$ cat src/rtl/vmx_array_seq.sv
// Job sequencer for a chained PE array: weight load, data stream, drain, and a credit-guarded result FIFO.
// Optional cycle counter output perf_cycles is enabled by defining VMX_SEQ_PERF_CNT_EN.
module vmx_array_seq #(
  parameter int N_PE           = 8,
  parameter int VECTOR_BITLEN  = 16,
  parameter int PRODUCT_BITLEN = 32,
  parameter int LEN_W          = 8,
  parameter int FIFO_DEPTH     = 16
) (
  input  logic                      clk,
  input  logic                      rst_n,
  input  logic                      start,
  input  logic                      simd_mode_cfg,
  input  logic [LEN_W-1:0]          vec_len,
  output logic                      busy,
  output logic                      done,
  input  logic                      in_valid,
  output logic                      in_ready,
  input  logic [VECTOR_BITLEN-1:0]  in_data,
  output logic [VECTOR_BITLEN-1:0]  pe_data,
  output logic [7:0]                pe_is_weight,
  output logic                      pe_simd_mode,
  output logic [PRODUCT_BITLEN-1:0] pe_sum_in,
  input  logic [PRODUCT_BITLEN-1:0] arr_sum,
  output logic                      out_valid,
  input  logic                      out_ready,
  output logic [PRODUCT_BITLEN-1:0] out_data
`ifdef VMX_SEQ_PERF_CNT_EN
  ,
  output logic [31:0]               perf_cycles
`endif
);

  localparam int WW = (N_PE > 1) ? $clog2(N_PE) : 1;
  localparam int AW = (FIFO_DEPTH > 1) ? $clog2(FIFO_DEPTH) : 1;
  localparam int CW = $clog2(FIFO_DEPTH + 1);
  localparam int IW = $clog2(N_PE + 1);

  typedef enum logic [2:0] {IDLE, LOAD_W, STREAM, DRAIN, DONE} state_t;

  state_t state, state_next;

  logic                      simd_q;
  logic [LEN_W-1:0]          len_q;
  logic [LEN_W-1:0]          s_cnt;
  logic [WW-1:0]             w_cnt;
  logic [N_PE-1:0]           valid_sr;
  logic [IW-1:0]             inflight;
  logic [PRODUCT_BITLEN-1:0] mem [FIFO_DEPTH];
  logic [AW-1:0]             wr_ptr, rd_ptr;
  logic [CW-1:0]             fifo_cnt;

  logic start_acc, load_xfer, stream_xfer, push, pop, credit_ok, w_last, s_last;

  // Transfers are derived without in_ready to keep the handshake free of comb loops.
  assign start_acc   = (state == IDLE) && start;
  assign credit_ok   = (32'(fifo_cnt) + 32'(inflight)) < 32'(FIFO_DEPTH);
  assign load_xfer   = in_valid && (state == LOAD_W);
  assign stream_xfer = in_valid && (state == STREAM) && credit_ok;
  assign push        = valid_sr[N_PE-1];
  assign pop         = out_valid && out_ready;
  assign w_last      = (w_cnt == WW'(N_PE - 1));
  assign s_last      = (s_cnt == len_q - LEN_W'(1));

  always_ff @(posedge clk or negedge rst_n) begin
    if (!rst_n) state <= IDLE;
    else        state <= state_next;
  end

  always_comb begin
    state_next = state;
    case (state)
      IDLE:    if (start) state_next = LOAD_W;
      LOAD_W:  if (load_xfer && w_last) state_next = (len_q == '0) ? DRAIN : STREAM;
      STREAM:  if (stream_xfer && s_last) state_next = DRAIN;
      DRAIN:   if (inflight == IW'(push)) state_next = DONE;
      DONE:    state_next = IDLE;
      default: state_next = IDLE;
    endcase
  end

  always_comb begin
    busy         = (state != IDLE);
    done         = (state == DONE);
    in_ready     = 1'b0;
    pe_data      = '0;
    pe_is_weight = 8'hFF;
    pe_sum_in    = '0;
    case (state)
      LOAD_W:  in_ready = 1'b1;
      STREAM:  in_ready = credit_ok;
      default: in_ready = 1'b0;
    endcase
    if (load_xfer) begin
      pe_data      = in_data;
      pe_is_weight = 8'(N_PE - 1) - 8'(w_cnt);
    end else if (stream_xfer) begin
      pe_data      = in_data;
    end
  end

  always_ff @(posedge clk or negedge rst_n) begin
    if (!rst_n) begin
      simd_q <= 1'b0;
      len_q  <= '0;
      w_cnt  <= '0;
      s_cnt  <= '0;
    end else if (start_acc) begin
      simd_q <= simd_mode_cfg;
      len_q  <= vec_len;
      w_cnt  <= '0;
      s_cnt  <= '0;
    end else begin
      if (load_xfer)   w_cnt <= w_cnt + WW'(1);
      if (stream_xfer) s_cnt <= s_cnt + LEN_W'(1);
    end
  end

  assign pe_simd_mode = simd_q;

  // Each bit marks a stream word still travelling through the PE chain.
  always_ff @(posedge clk or negedge rst_n) begin
    if (!rst_n) begin
      valid_sr <= '0;
      inflight <= '0;
    end else begin
      valid_sr[0] <= stream_xfer;
      for (int i = 1; i < N_PE; i++) valid_sr[i] <= valid_sr[i-1];
      if (stream_xfer && !push)      inflight <= inflight + IW'(1);
      else if (!stream_xfer && push) inflight <= inflight - IW'(1);
    end
  end

  always_ff @(posedge clk) begin
    if (push) mem[wr_ptr] <= arr_sum;
  end

  always_ff @(posedge clk or negedge rst_n) begin
    if (!rst_n) begin
      wr_ptr   <= '0;
      rd_ptr   <= '0;
      fifo_cnt <= '0;
    end else begin
      if (push) wr_ptr <= (wr_ptr == AW'(FIFO_DEPTH - 1)) ? '0 : wr_ptr + AW'(1);
      if (pop)  rd_ptr <= (rd_ptr == AW'(FIFO_DEPTH - 1)) ? '0 : rd_ptr + AW'(1);
      if (push && !pop)      fifo_cnt <= fifo_cnt + CW'(1);
      else if (pop && !push) fifo_cnt <= fifo_cnt - CW'(1);
    end
  end

  assign out_valid = (fifo_cnt != '0);
  assign out_data  = mem[rd_ptr];

`ifdef VMX_SEQ_PERF_CNT_EN
  always_ff @(posedge clk or negedge rst_n) begin
    if (!rst_n)                              perf_cycles <= '0;
    else if (start_acc)                      perf_cycles <= '0;
    else if (busy && perf_cycles != '1)      perf_cycles <= perf_cycles + 32'd1;
  end
`endif

endmodule

$ cat config.mk
export PLATFORM = sky130hd
export DESIGN_NAME = vmx_array_seq
export DESIGN_NICKNAME = d
export VERILOG_FILES = /design/src/rtl/vmx_array_seq.sv
export SDC_FILE = /design/constraint.sdc
export NUM_CORES = 1
export LEC_CHECK = 0
export CAP_MARGIN = 20
export CORE_MARGIN = 8
export CORE_UTILIZATION = 59
export CTS_CLUSTER_DIAMETER = 200
export DETAILED_ROUTE_END_ITERATION = 10
export PLACE_DENSITY = 0.8
export SLEW_MARGIN = 5
export SYNTH_ARGS = -nofsm -noshare
export SYNTH_HDL_FRONTEND = slang
export SYNTH_SLANG_ARGS = --single-unit
$ cat constraint.sdc
create_clock -name clk -period 4.5 [get_ports clk]
set_input_delay 1.125 -clock clk [delete_from_list [all_inputs] [get_ports clk]]
set_output_delay 1.125 -clock clk [all_outputs]
set_load 0.05 [all_outputs]
### After elaboration in Yosys (flattened, before gate mapping)

Memories as Yosys holds them, arrays and structs flattened.
Cells that the tools add are included.

* word-level logic and storage cells: 81
* memories: 1
* bits in registers: 48
* RAM bits: 512
* output and inout port bits: 93
* input bits: 62

Memories
* mem: words 16, bits a word 32, read ports 1, clocked after Yosys merged registers in 0, wr ports 1, line 49 `logic [PRODUCT_BITLEN-1:0] mem [FIFO_DEPTH];`

* add/sub/neg operators: 11
* reductions and logical operators: 23
* muxes and demuxes: 22
* eq/ne operators: 13
* magnitude comparators: 1

Operators with widths (number)
* $mux 16: 2
* $mux 8: 3
* $mux 3: 6
* $mux 4: 4
* $add 4x1->4 const B: 3
* $pmux 3 s4: 1
* $logic_and 1x1->1: 11
* $mux 5: 2
* $add 8x1->8 const B: 1
* $eq 4x4->1 const B: 2
* $eq 8x8->1: 1
* $logic_not 8->1: 1
* $reduce_bool 2->1: 4
* $sub 8x1->8 const B: 1
* $add 5x4->6: 1
* $eq 3x2->1 const B: 2
* $eq 3x3->1 const B: 2
* $lt 6x5->1 const B: 1
* $add 5x1->5 const B: 1
* $reduce_bool 5->1: 1
* $sub 5x1->5 const B: 1
* $eq 4x1->1: 1
* $ne 2x1->1 const B: 2
* $ne 2x2->1 const B: 2
* other kinds (10): 14

### Longest topological paths before layout

* word-level depth: 7
* depth in mapped cells: 13
* depth with buffers taken out: 13

### Worst setup path before layout

No wires, ideal clock.

* path type: reg-to-reg
* start: register valid_sr[7]
* end: memory mem[0][0] (enable)
* period minus slack after synthesis: 3481 ps
* buffers on the path: 1
* required time: 4039 ps
* arrival time: 3020 ps
* cell stages (with the launch flop): 4
* slack: 1019 ps
* setup time: 461 ps
* cells stage by stage: dfrtp_1 clkbuf_1 nand2_1 nor3_1

* word-level cells in the longest chain between the ends: 2

Ends and longest elaborated chain
* start: declaration: line 47 `logic [N_PE-1:0] valid_sr;`
* start signal: assignment: line 124 `valid_sr <= '0;`
* $mux 1: line 135 `if (push) mem[wr_ptr] <= arr_sum;`
* $mux 1 (implied by the code): line 135
* end: declaration: line 49

Every way passes these cells.

### Final worst setup path

* start: register rd_ptr[2]
* end: output out_data[14]

* word-level cells in the longest chain between the ends: 1

Ends and longest elaborated chain
* start: declaration: line 50 `logic [AW-1:0] wr_ptr, rd_ptr;`
* start signal: assignment: line 145 `if (pop) rd_ptr <= (rd_ptr == AW'(FIFO_DEPTH - 1)) ? '0 : rd_ptr + AW'(1);`
* $mem_v2 16x32
* end: declaration: line 27 `output logic [PRODUCT_BITLEN-1:0] out_data`

Every way passes these cells.

==> results.py <==
metrics = {
    "clocking": {
        "htreeDepth": 2,
        "clk_pin_slew_worst_paths_ns": 0.06,
        "clock_path_buffers": 3,
        "insertion_delay_ns": 0.57,
        "cts_tree": "yes",
        "post_cts_buffers": 0,
        "cts.sinks": 560,
        "root_buffer": "clkbuf_16",
        "numCtsBuffers": 53,
    },
    "placed_design": {
        "gp_congestion": 0.8085,
        "portBuffers": 122,
        "hpwl_mm": 27.24,
        "pre_cts_slack_ns": 0.4981,
    },
    "sta": {
        "fin_tns_setup_ns": 0,
        "max_freq_ghz": 0.2355,
        "skew_ns": 0.01589,
        "grt_setup_unrepaired": "no",
        "setup_slack_ns": 0.2543,
        "slew_headroom": 0.2548,
        "maxSlewViolCount": 0,
        "finalSetupViolCount": 0,
        "finalCritPeriodShare": 0.9435,
        "period_minus_slack_ns": 4.246,
        "worstMarginPinSlew_ns": 1.112,
        "hold_violations": 0,
    },
    "grt": {
        "first_global_vias": 12739,
        "grt_overflow": 0,
        "grt_max_degree": 49,
        "grt_util_all_layers": 0.2157,
        "grt_pass1_wl_mm": 73.42,
        "antenna_found_initial": 1,
    },
    "worst_setup_path": {
        "path_delay_family": "simple AND/OR/NAND/NOR gates",
        "path_cells": "nor2b_4, buf_4, a221oi_1, a22oi_1, nand2_1, buf_4",
        "slowest_delay_ns": 0.72,
        "regToRegSetupSlack_ns": 1.42,
        "cp.required_ns": 3.38,
        "crit_type": "flip-flop to output port",
        "cp_num_buf_inv": 2,
        "end_kind": "output port",
        "slowest_stage": "dfrtp_1",
        "critPathLaunchType": "flip-flop",
        "cp_max_fo": 20,
        "path_common_cell": "buf_4",
        "worstPathArrival_ns": 3.12,
    },
    "route": {
        "met3_length_mm": 4.263,
        "m1WireLength_mm": 18.79,
        "route.met2.wl_mm": 24.31,
        "via_per_inst": 6.095,
        "drt-total-wl_mm": 48.57,
        "firstDrtPassIters": 6,
        "drt-wirelength-per-cell_um": 24.34,
        "detail-route-antenna-nets": 0,
        "top_layer_used": "met5",
        "drtIter0Drc": 1146,
        "num_vias": 12160,
        "route.detailed.drc": 0,
    },
    "power": {
        "p_leak_nw": 8.988,
        "ir_drop_mv": 0.4102,
        "p_switching_mw": 5.680,
        "switching_share": 0.3488,
        "powerDensity_nw_per_um2": 619.6,
        "power_frac_seq": 0.379,
        "clockPowerShare": 0.275,
        "combPwrFrac": 0.347,
        "internal_power_mw": 10.60,
    },
    "yosys": {
        "synth_edf_count": 512,
        "synthFlopType": "edfxtp_1",
        "syn_area_um2": 22700,
        "async_reset_ff_frac": 0.08571,
        "ys_seq_area_frac": 0.7304,
        "synthCells": 1296,
        "ys_ff_latch": 560,
        "synth_top_area_share": 0.6774,
        "synth_area_per_cell_um2": 17.51,
        "yosys.area.top_type": "edfxtp_1",
        "yosysWarningCount": 0,
        "synth_area_leaders": "edfxtp_1 68%, mux4_2 6.4%, dfrtp_1 5.3%, mux2i_1 4.4%, mux2_2 2.0%",
        "synth_cell_types": 52,
    },
    "min_path": {
        "holdCritPathClass": "flip-flop to flip-flop",
    },
    "floorplanning": {
        "placementRows": 72,
        "io_pins": 155,
        "die_w_um": 212.1,
        "fp.dieH_um": 212.1,
        "core_um2": 38290,
        "initial_core_util": 0.5928,
        "dieArea_um2": 45000,
    },
    "finish": {
        "nets": 1520,
        "num_antenna_cells": 0,
        "syn2layout_area_growth_pct": 15.79,
        "drive_above_1_share": 0.1977,
    },
    "job": {
        "maxCapViolCount": 0,
    },
    "run_status": {
        "status": "completed",
    },
}
## cells in the mapped netlist (2+ instances only)
master	count
a21boi_0	2
a21o_1	5
a21oi_1	42
a221oi_1	32
a22oi_1	33
a311oi_1	3
a31oi_1	2
and2_1	20
and3_1	5
buf_1	5
buf_2	17
buf_4	36
buf_6	2
clkbuf_1	41
dfrtp_1	48
edfxtp_1	512
fa_1	2
ha_1	19
inv_1	13
mux2_2	41
mux2i_1	99
mux4_2	64
nand2_1	65
nand2b_1	9
nand3_1	8
nand4_1	2
nor2_1	31
nor2_2	3
nor2b_1	5
nor3_1	8
nor4_1	3
o21ai_0	76
xnor2_1	13
xor2_1	12
## worst reg2reg max path: cells and delay by family, from the launching register on
family,cells,cell delay [ns]
simple gates,3,0.63
compound gates,3,0.92
fa+ha+maj,2,0.46
buf+inv,2,0.19
xor+xnor,2,0.27
flops,1,0.48
## path summary, 6_finish.rpt
path,from,to,cells after the start
min,valid_sr[0],valid_sr[1],0
min in group asynchronous,rst_n,len_q[6],1
max reg2reg,state[0],inflight[3],12
max in group asynchronous,rst_n,rd_ptr[0],2
max,rd_ptr[2],out_data[14],6
min reg2reg,valid_sr[0],valid_sr[1],0
## cell type report
type                    count  area [um^2]
repair buffers            156         1493
well taps                 518        648.1
inverters                  13        48.80
clock inverters            30        356.6
clock buffers              65         1393
flip-flops and latches    560        16580
multi-input cells         653         5758
fillers                  2391        12010
## logic make-up (layout without fill, tap and decap cells)
family	count (synthesis)	in the layout	share of synthesized area
other	1	32	0.0001652
DFF	560	560	0.7304
buffers and inverters	114	264	0.02641
AOI/OAI and AO/OA	206	206	0.05882
and+or+nand+nor	165	165	0.03484
xor gates and xnor gates	25	25	0.009648
adders and majority gates	21	21	0.01224
muxes	204	204	0.1275
## layer usage
layer | vias to the layer above | global-route usage
li1 | 5336 | -
met1 | 6159 | 0.2803
met2 | 572 | 0.3622
met3 | 91 | 0.04688
met4 | 2 | 0.06878
met5 | - | 0
## state kept, by name (all words and copies together), names as in the netlist
| signal | flops |
|---|---|
| mem | 512 |
| len_q | 8 |
| s_cnt | 8 |
| valid_sr | 8 |
| fifo_cnt | 5 |
| inflight | 4 |
| rd_ptr | 4 |
| wr_ptr | 4 |
| state | 3 |
| w_cnt | 3 |
| pe_simd_mode | 1 |
## metrics by stage
stage | power [mW] | hold WS, ns | cells | util | area, um^2
after detailed placement | 11.90 | 0.3403 | 1896 | 0.6388 | 24460
after CTS | 16.38 | 0.3563 | 1991 | 0.6845 | 26210
after global routing | 16.95 | 0.3577 | 1995 | 0.6864 | 26280
after floorplan | 10.29 | 0.3312 | 1327 | - | 22810
after global placement | 11.79 | 0.3342 | 1896 | 0.6388 | 24460
final | 16.28 | 0.3513 | 1995 | 0.6864 | 26280
## power groups by stage
stage	clock, mW	sequential, mW	combinational (mW)
finish	4.47	6.16	5.64
detailed placement	0	6.27	5.63
global placement	0	6.26	5.53
CTS	4.52	6.17	5.69
floorplan	0	6.08	4.21
global route	4.72	6.20	6.03
## cells in the final DEF, fill, tap and decap left out, types with 4 or more instances in the layout
cell type	instances
xor2_1	12
nand2_1	65
clkinv_2	7
edfxtp_1	512
mux2i_1	99
a21oi_1	42
buf_4	70
conb_1	32
clkbuf_1	11
clkinv_1	11
bufinv_16	8
a221oi_1	32
inv_1	13
mux2_2	41
xnor2_1	13
nand3_1	8
ha_1	19
o21ai_0	76
nand2b_1	9
nor2_4	13
mux4_2	64
and2_1	19
buf_12	11
a21o_1	5
dfrtp_1	45
nor2b_1	4
and3_1	5
nor3_1	5
clkdlybuf4s50_1	73
a22oi_1	33
clkbuf_16	54
nor2_1	18
## repair_timing
action | 4_1_cts | 5_1_grt
gates resized for setup | 0 | 1
setup endpoints to repair | 0 | 1
hold buffers | 0 | 0
Power figures use the tool's default switching activity.
